**src/rtl/mem_responder.sv**
```systemverilog
// CPU-side program/data store: 1-cycle registered reads, one write per mem_wr strobe, ready/valid program loader.
// Optional MEM_PARITY_EN adds a per-word even-parity bit and a par_err output that also feeds prot_err.
module mem_responder #(
  parameter int AW = 5,
  parameter int DW = 8
) (
  input  logic          clk,
  input  logic          rst_,
  input  logic [AW-1:0] addr,
  input  logic [DW-1:0] data_in,
  input  logic          mem_rd,
  input  logic          mem_wr,
  output logic [DW-1:0] data_out,
  output logic          rd_valid,
  input  logic          ld_en,
  input  logic          ld_valid,
  output logic          ld_ready,
  input  logic [AW-1:0] ld_addr,
  input  logic [DW-1:0] ld_data,
`ifdef MEM_PARITY_EN
  output logic          par_err,
`endif
  output logic          prot_err
);

  localparam int DEPTH = 2**AW;
`ifdef MEM_PARITY_EN
  localparam int MW = DW + 1;
`else
  localparam int MW = DW;
`endif

  typedef enum logic [1:0] {IDLE, RD_ACTIVE, WR_DONE, LOAD} state_t;

  state_t        state, state_nxt;
  logic          rd_valid_nxt;
  logic          ld_ready_nxt;
  logic          prot_set;
  logic          rd_load;
  logic          cpu_we;
  logic          ld_we;
  logic [MW-1:0] mem [DEPTH];
  logic [MW-1:0] rd_word;

  assign rd_word = mem[addr];

  function automatic logic [MW-1:0] enc(input logic [DW-1:0] d);
`ifdef MEM_PARITY_EN
    return {^d, d};
`else
    return d;
`endif
  endfunction

  always_comb begin
    state_nxt    = state;
    rd_valid_nxt = 1'b0;
    ld_ready_nxt = 1'b0;
    prot_set     = 1'b0;
    rd_load      = 1'b0;
    cpu_we       = 1'b0;
    ld_we        = 1'b0;
    case (state)
      IDLE: begin
        if (ld_en) begin
          state_nxt    = LOAD;
          ld_ready_nxt = 1'b1;
        end else if (mem_rd && mem_wr) begin
          prot_set = 1'b1;
        end else if (mem_wr) begin
          cpu_we    = 1'b1;
          state_nxt = WR_DONE;
        end else if (mem_rd) begin
          rd_load      = 1'b1;
          rd_valid_nxt = 1'b1;
          state_nxt    = RD_ACTIVE;
        end
      end
      RD_ACTIVE: begin
        // A write strobe during a read aborts the read without writing.
        if (mem_wr) begin
          prot_set  = 1'b1;
          state_nxt = IDLE;
        end else if (mem_rd) begin
          rd_load      = 1'b1;
          rd_valid_nxt = 1'b1;
        end else begin
          state_nxt = IDLE;
        end
      end
      WR_DONE: begin
        prot_set = mem_rd;
        if (!mem_wr) state_nxt = IDLE;
      end
      LOAD: begin
        prot_set = mem_rd | mem_wr;
        if (ld_en) begin
          ld_ready_nxt = 1'b1;
          ld_we        = ld_valid & ld_ready;
        end else begin
          state_nxt = IDLE;
        end
      end
      default: state_nxt = IDLE;
    endcase
  end

  always_ff @(posedge clk or negedge rst_) begin
    if (!rst_) begin
      state    <= IDLE;
      data_out <= '0;
      rd_valid <= 1'b0;
      ld_ready <= 1'b0;
      prot_err <= 1'b0;
`ifdef MEM_PARITY_EN
      par_err  <= 1'b0;
`endif
    end else begin
      state    <= state_nxt;
      rd_valid <= rd_valid_nxt;
      ld_ready <= ld_ready_nxt;
      if (rd_load) data_out <= rd_word[DW-1:0];
`ifdef MEM_PARITY_EN
      if (rd_load) par_err <= ^rd_word;
      prot_err <= prot_err | prot_set | (rd_load & (^rd_word));
`else
      prot_err <= prot_err | prot_set;
`endif
    end
  end

  // Storage is intentionally not reset so a loaded program survives a CPU reset.
  always_ff @(posedge clk) begin
    if (cpu_we)
      mem[addr] <= enc(data_in);
    else if (ld_we)
      mem[ld_addr] <= enc(ld_data);
  end

endmodule

```
**config.mk**
```make
export PLATFORM = sky130hd
export DESIGN_NAME = mem_responder
export DESIGN_NICKNAME = d
export VERILOG_FILES = /design/src/rtl/mem_responder.sv
export SDC_FILE = /design/constraint.sdc
export NUM_CORES = 1
export LEC_CHECK = 0
export CORE_MARGIN = 3
export CORE_UTILIZATION = 55
export DETAILED_ROUTE_END_ITERATION = 8
export PLACE_DENSITY = 0.73
export SETUP_SLACK_MARGIN = 0.4
export SLEW_MARGIN = 20
export SYNTH_ARGS = -nofsm -noshare
export SYNTH_HDL_FRONTEND = slang
export SYNTH_SLANG_ARGS = --single-unit
export TNS_END_PERCENT = 30
```
**constraint.sdc**
```tcl
create_clock -name clk -period 3.73 [get_ports clk]
set_input_delay 1.119 -clock clk [delete_from_list [all_inputs] [get_ports clk]]
set_output_delay 1.119 -clock clk [all_outputs]
set_load 0.02 [all_outputs]
```
==> flow_metrics.py, run 1 <==
metrics = {
    "placement": {
        "post-place-ws_ps": 42.3,
        "placement.io_buffers": 42,
        "finalWeightedCongestion": 0.838,
        "dp_wirelength_um": 15800,
        "placed_cell_area_sq_um": 11900,
    },
    "sta": {
        "worst_setup_slack_after_layout_ps": 506,
        "timing_hold_violations_final": 0,
        "finalCritPeriodShare_pct": 86.4,
        "setup-tns-final_ps": 0,
        "tightestPinTransition_ps": 1130,
        "layout_min_cycle_time_ps": 3220,
        "timing.final.max_slew_violations": 0,
        "grt_setup_unrepaired": "yes",
        "clock_skew_ps": 16.9,
        "timing.fmax_mhz": 310,
        "finalHoldWorstSlack_ps": 482,
        "setup_violations": 0,
        "slew-limit-headroom_pct": 24.7,
    },
    "global_route": {
        "grt_first_pass_wirelength_um": 37900,
        "grt_remaining_overflow": 0,
        "grt_start_max_net_pins": 88,
        "initial_antenna_violation_count": 1,
        "grt_usage_pct": 23.1,
        "vias_in_the_first_global_route": 6302,
    },
    "die": {
        "die_h_um": 147,
        "area_enclosed_by_the_die_boundary_sq_um": 21700,
        "chipWidth_um": 147,
        "floorplan.initialDensity_pct": 56.2,
        "core.rowCount": 51,
        "num_io_pins": 43,
        "floorplan.core_area_sq_um": 19500,
    },
    "worst_setup_path": {
        "crit_path_end_kind": "flip-flop",
        "worst-path-stages": 6,
        "crit_path_max_incr_delay_ps": 660,
        "ff2ff_path_depth": 7,
        "setup.worst_path.start_class": "input pin",
        "timing.critical_path.required_ps": 3880,
        "crit-reg2reg-capture": "mem[6][0]$_DFFE_PP_",
        "worst_path_max_delay_cell": "sky130_fd_sc_hd__nor2_1",
        "rrSetupSlack_ps": 830,
        "critical_path.startpoint": "ld_en",
        "worst-setup-path-type": "in2reg",
        "total_buffers_and_inverters_traversed_by_the_critical_path": 1,
        "crit_family": "simple AND/OR/NAND/NOR gates",
        "crit_path_frequent_cell": "sky130_fd_sc_hd__a21oi_1",
        "critPathMaxFanout": 8,
        "crit_path_cell_trace": "clkdlybuf4s50_1 > nor3b_1 > nand3b_1 > a21oi_1 > a21oi_1 > nor2_1",
        "worstReg2RegStart": "state[0]$_DFFE_PN0P_",
        "cp_data_arrival_time_ps": 3370,
    },
    "power": {
        "p_sw_share_pct": 22.4,
        "power_per_cell_area_nw_per_um2": 541,
        "share_seq_of_total_power_pct": 49.8,
        "pwr-share-comb_pct": 10.5,
        "ir_drop_v": 0.000542,
        "leakage_power_nw": 4.60,
        "clock_power_share_pct": 39.7,
        "power_switching_mw": 1.55,
        "p_int_mw": 5.37,
    },
    "clock_network": {
        "ctsRootBufferMaster": "sky130_fd_sc_hd__clkbuf_16",
        "tritoncts": "done",
        "cts_made_buffers": 26,
        "post_cts_buffers": 0,
        "cts.sink_count": 269,
        "clk_latency_ps": 530,
        "cts-htree-levels": 1,
        "cts_max_path_buffers": 3,
        "clk_pin_slew_ps": 60,
        "cts-hold-fix-buffers": 0,
    },
    "final_layout": {
        "sequential_cell_area_sq_um": 8010,
        "multi_input_logic_area_sq_um": 2700,
        "antenna_cells_inserted": 0,
        "final_layout_size_suffix_gt1_share_pct": 13.5,
        "layout.cell_area.non_filler_sq_um": 12800,
        "utilization_pct": 65.6,
        "nNetsFinal": 786,
        "layout-area-overhead-vs-synth_pct": 16.8,
        "fillers": 1367,
    },
    "logic_synthesis": {
        "synth_nets": 699,
        "synth_cells": 663,
        "yosys.cell_types.count": 41,
        "ys_warn_count": 0,
        "syn-cell-area_sq_um": 11000,
        "synth-seq-area-share_pct": 73.1,
        "postSynthRegisterBits": 269,
        "syn_area_per_cell_sq_um": 16.5,
    },
    "routing": {
        "drt-initial-drc-count": 578,
        "drt_drc_violations_left": 0,
        "route.antenna.remaining_nets": 0,
        "detail_route.wl_per_cell_um": 24.3,
        "routed_wirelength_um": 25100,
        "drt-vias-per-instance": 5.98,
        "dr_total_vias": 6191,
        "drtPass1Iterations": 5,
    },
    "min_path": {
        "holdPathStages": 1,
        "min_to": "prot_err$_DFF_PN0_",
        "min_path_type": "reg2reg",
        "holdCritStartpoint": "prot_err$_DFF_PN0_",
    },
    "status": {
        "status": "finished, final reports clean",
    },
    "flow_run": {
        "maxCapViolations": 0,
    },
}
[cell families after synthesis]
logic type	after synthesis	synth area share (%)
AOI/OAI and AO/OA	115	8.02
and+or+nand+nor	104	4.18
muxes	130	11.9
DFF	269	73.1
buffers and inverters	41	2.43
adders and majority gates	4	0.456
[cell usage in the layout (no fill, tap or decap), types with 5 or more instances in the layout]
master and instances:
sky130_fd_sc_hd__edfxtp_1 256, sky130_fd_sc_hd__mux2i_1 130, sky130_fd_sc_hd__buf_4 50, sky130_fd_sc_hd__nand2_1 45
sky130_fd_sc_hd__clkdlybuf4s50_1 41, sky130_fd_sc_hd__a22oi_1 33, sky130_fd_sc_hd__nor2_1 32, sky130_fd_sc_hd__clkbuf_16 27
sky130_fd_sc_hd__a21oi_1 22, sky130_fd_sc_hd__a22o_1 16, sky130_fd_sc_hd__dfrtp_1 13, sky130_fd_sc_hd__a221oi_1 11
sky130_fd_sc_hd__o22ai_1 8, sky130_fd_sc_hd__o41ai_1 7, sky130_fd_sc_hd__clkbuf_1 6, sky130_fd_sc_hd__inv_1 5
sky130_fd_sc_hd__nand2b_1 5, sky130_fd_sc_hd__a221oi_2 5
[timing repair]
item	CTS	global route
hold endpoints to repair	0	0
setup endpoints to repair	0	24
resized for setup	0	0
[Yosys cell counts, drive strengths merged]
library cell	n	area [sq um]
and3	1	6.26
a21o	1	7.51
dfrtp	13	325
mux2i	130	1300
a221oi	16	171
o31ai	1	7.51
nand2b	5	31.3
a22oi	33	248
nand2	45	169
or2	1	6.26
inv	5	18.8
or3	1	6.26
nor3	2	10.0
a22o	16	140
and4	1	8.76
edfxtp	256	7690
clkbuf	11	41.3
o21a	1	7.51
nand3	2	10.0
buf	25	206
o21ai	5	25.0
o22ai	8	50.1
o41ai	8	77.6
nor3b	1	7.51
nor2	33	124
nand3b	3	22.5
and2	2	12.5
a211oi	1	7.51
ha	4	50.1
a32oi	2	17.5
nor2b	6	37.5
a21oi	22	110
a311o	1	10.0
nand4	1	6.26
[registers in the layout, indices dropped and copies added, names as in the netlist]
| register | count |
|---|---|
| prot_err | 1 |
| mem | 256 |
| state | 2 |
| data_out | 8 |
| rd_valid | 1 |
| ld_ready | 1 |
[per-stage QoR]
| step | total power, mW | cells |
|---|---|---|
| detailed placement | 4.23 | 987 |
| floorplan | 3.91 | 663 |
| global route | 7.14 | 1035 |
| global placement | 4.20 | 986 |
| finish | 6.93 | 1035 |
| CTS | 6.95 | 1035 |
[area by class of cell]
type                       instances  area share [%]
multi-input combinational        353            21.0
timing repair buffer              95            6.57
sequential                       269            62.5
clock buffer                      37            5.88
inverter                           5           0.146
tap                              265            2.59
clock inverter                    11            1.22
[routing by layer]
metal / up-vias / track usage, % / share of wire [%]
met5: - / 0 / 0.044
met4: 2 / 5.68 / 2.2
met3: 46 / 3.89 / 7.1
met2: 261 / 39.1 / 50
met1: 3093 / 31.9 / 41
li1: 2789 / - / -
[power groups by stage]
stage	Combinational [mW]	Clock (mW)	Sequential (mW)
2_1_floorplan	0.355	0	3.56
3_3_place_gp	0.698	0	3.50
3_5_place_dp	0.718	0	3.51
4_1_cts	0.726	2.78	3.45
5_1_grt	0.774	2.91	3.45
6_report	0.726	2.75	3.45
[worst register-to-register path, stage by stage (launching register included)]
cell                       delay (ps)
sky130_fd_sc_hd__dfrtp_1          400
sky130_fd_sc_hd__inv_1            120
sky130_fd_sc_hd__ha_1             260
sky130_fd_sc_hd__nor3b_1          350
sky130_fd_sc_hd__nand3b_1         180
sky130_fd_sc_hd__a21oi_1          240
sky130_fd_sc_hd__a21oi_1          330
sky130_fd_sc_hd__nor2_1           660
[worst max-delay path by stage]
stage | end | slack [ps]
6_report | mem[6][0]$_DFFE_PP_ | 510
5_1_grt | mem[14][3]$_DFFE_PP_ | 350
4_1_cts | mem[6][0]$_DFFE_PP_ | 570
3_5_place_dp | mem[6][4]$_DFFE_PP_ | 40
3_3_place_gp | mem[13][1]$_DFFE_PP_ | 90
2_1_floorplan | mem[0][0]$_DFFE_PP_ | 850
Note: power is estimated with default switching activity, not from simulation.
==> inputs of run 2 (changes only) <==
- REMOVE_ABC_BUFFERS: unset -> 1
- SLEW_MARGIN: 20 -> 25
==> run 2 against run 1 <==
Compared with the run above:
- final area shrank 0.13%
- via count grew 0.79%
- final cell count grew 0.48%
- combinational power shrank 1%
- die area is the same
- first-iteration DRC count grew 6.9%
- largest cell class unchanged
- highest routed layer is now met4
==> flow_metrics.py, run 2 (same netlist as run 1, synthesis figures left out) <==
metrics = {
    "power": {
        "ir_drop_v": 0.000421,
        "report.power.total_mw": 6.72,
        "leakage_power_nw": 4.61,
        "power_per_cell_area_nw_per_um2": 525,
    },
    "sta": {
        "setup-tns-final_ps": 0,
        "clock_skew_ps": 16.5,
        "tightestPinTransition_ps": 1050,
        "timing.final.max_slew_violations": 0,
        "finalHoldWorstSlack_ps": 500,
        "finalCritPeriodShare_pct": 82.6,
        "grt_setup_unrepaired": "no",
        "layout_min_cycle_time_ps": 3080,
        "worst_setup_slack_after_layout_ps": 648,
        "slew-limit-headroom_pct": 30.0,
        "setup_violations": 0,
        "timing_hold_violations_final": 0,
        "timing.fmax_mhz": 324,
    },
    "worst_setup_path": {
        "worst_path_max_delay_cell": "sky130_fd_sc_hd__clkdlybuf4s50_1",
        "crit_family": "buffers and inverters",
        "crit_path_max_incr_delay_ps": 600,
        "ff2ff_path_depth": 9,
        "setup.worst_path.start_class": "input pin",
        "rrSetupSlack_ps": 1040,
        "critPathMaxFanout": 8,
        "worst-setup-path-type": "in2reg",
        "crit-reg2reg-capture": "mem[25][1]$_DFFE_PP_",
        "crit_path_end_kind": "flip-flop",
        "total_buffers_and_inverters_traversed_by_the_critical_path": 3,
        "worstReg2RegStart": "state[0]$_DFFE_PN0P_",
        "timing.critical_path.required_ps": 4010,
        "cp_data_arrival_time_ps": 3360,
        "crit_path_cell_trace": "clkdlybuf4s50_1 > nor3b_1 > and3_1 > o21a_1 > a32oi_1 > buf_2 > nor2_1 > buf_4",
    },
    "clock_network": {
        "tritoncts": "done",
        "cts_max_path_buffers": 3,
        "clk_latency_ps": 520,
        "clk_pin_slew_ps": 60,
        "cts-hold-fix-buffers": 0,
        "ctsRootBufferMaster": "sky130_fd_sc_hd__clkbuf_16",
        "cts-htree-levels": 1,
        "cts.sink_count": 269,
        "post_cts_sizing_count": 0,
        "cts_made_buffers": 26,
        "post_cts_buffers": 0,
    },
    "global_route": {
        "grt_remaining_overflow": 0,
        "grt_first_pass_wirelength_um": 37400,
        "grt_usage_pct": 22.7,
        "grt_start_max_net_pins": 51,
        "initial_antenna_violation_count": 0,
        "vias_in_the_first_global_route": 6435,
    },
    "status": {
        "status": "finished, final reports clean",
    },
    "final_layout": {
        "max_flop_register": "mem",
        "antenna_cells_inserted": 0,
        "fillers": 1372,
        "mostFrequentLayoutCell": "sky130_fd_sc_hd__edfxtp_1",
        "final_layout_size_suffix_gt1_share_pct": 14.3,
        "layout-area-overhead-vs-synth_pct": 16.7,
        "largest_register_ff_count": 256,
        "most-common-layout-cells": "sky130_fd_sc_hd__edfxtp_1, sky130_fd_sc_hd__mux2i_1, sky130_fd_sc_hd__buf_4, sky130_fd_sc_hd__nand2_1, sky130_fd_sc_hd__clkdlybuf4s50_1",
        "utilization_pct": 65.5,
        "largest_registers": "mem (256), data_out (8), state (2)",
        "nNetsFinal": 794,
    },
    "die": {
        "floorplan.initialDensity_pct": 56.2,
        "area_enclosed_by_the_die_boundary_sq_um": 21700,
        "core.rowCount": 51,
        "chipWidth_um": 147,
        "floorplan.core_area_sq_um": 19500,
        "die_h_um": 147,
        "num_io_pins": 43,
    },
    "routing": {
        "drt_drc_violations_left": 0,
        "route.antenna.remaining_nets": 0,
        "drt-vias-per-instance": 6.00,
        "drt-initial-drc-count": 618,
        "dr_total_vias": 6240,
        "drtPass1Iterations": 5,
        "routed_wirelength_um": 24600,
        "detail_route.wl_per_cell_um": 23.6,
    },
    "placement": {
        "dp_wirelength_um": 15700,
        "placement.io_buffers": 42,
        "post-place-ws_ps": 163,
        "finalWeightedCongestion": 0.922,
    },
    "flow_run": {
        "maxCapViolations": 0,
    },
    "min_path": {
        "min_to": "prot_err$_DFF_PN0_",
        "min_path_type": "reg2reg",
        "holdCritStartpoint": "prot_err$_DFF_PN0_",
        "holdPathStages": 1,
    },
}
-- run 2: cell count changes in the layout (fill, tap and decap cells not counted), sizes merged --
cell      before  now
clkbuf        37   28
buf           54   62
clkinv         6   13
bufinv         4    3
clkinvlp       0    1
inv            6    5
-- run 2: final cells by class --
cell class	instances	area, sq um	share of cell area, %
clock buffers	28	679	5.31
clock inverters	17	159	1.24
inverters	5	18.8	0.147
multi-input cells	353	2700	21.1
flip-flops and latches	269	8010	62.6
well taps	265	332	2.59
repair buffers	103	890	6.95
-- run 2: through the flow --
step / instances / cell area [sq um]
2_1_floorplan: 627 / 10700
3_3_place_gp: 994 / 11900
5_1_grt: 1040 / 12800
3_5_place_dp: 995 / 12000
6_report: 1040 / 12800
4_1_cts: 1040 / 12800
-- run 2: worst max path at each step --
| stage | depth (start not counted) | slack, ps | from | endpoint |
|---|---|---|---|---|
| finish | 8 | 650 | mem_rd | mem[25][1]$_DFFE_PP_ |
| global route | 8 | 560 | mem_rd | mem[17][7]$_DFFE_PP_ |
| CTS | 6 | 690 | addr[2] | data_out[4]$_DFFE_PN0P_ |
| detailed placement | 8 | 160 | mem_rd | mem[25][1]$_DFFE_PP_ |
| global placement | 7 | -110 | mem_rd | mem[27][1]$_DFFE_PP_ |
| floorplan | 5 | 630 | addr[1] | data_out[1]$_DFFE_PN0P_ |
-- run 2: where the power goes --
part | switching [mW] | internal, mW
clock | 1.04 | 1.51
sequential | 0.0490 | 3.40
combinational | 0.427 | 0.292
total | 1.51 | 5.21
-- run 2: layer usage --
| metal | part of all wire, % | global-route usage, % | vias up | wire length (um) |
|---|---|---|---|---|
| met5 | 0 | 0 | - | 0 |
| met4 | 3.5 | 7.22 | 0 | 863 |
| met3 | 7.5 | 3.95 | 66 | 1840 |
| met2 | 49 | 37.9 | 275 | 12100 |
| met1 | 40 | 30.9 | 3094 | 9830 |
| li1 | - | - | 2805 | - |
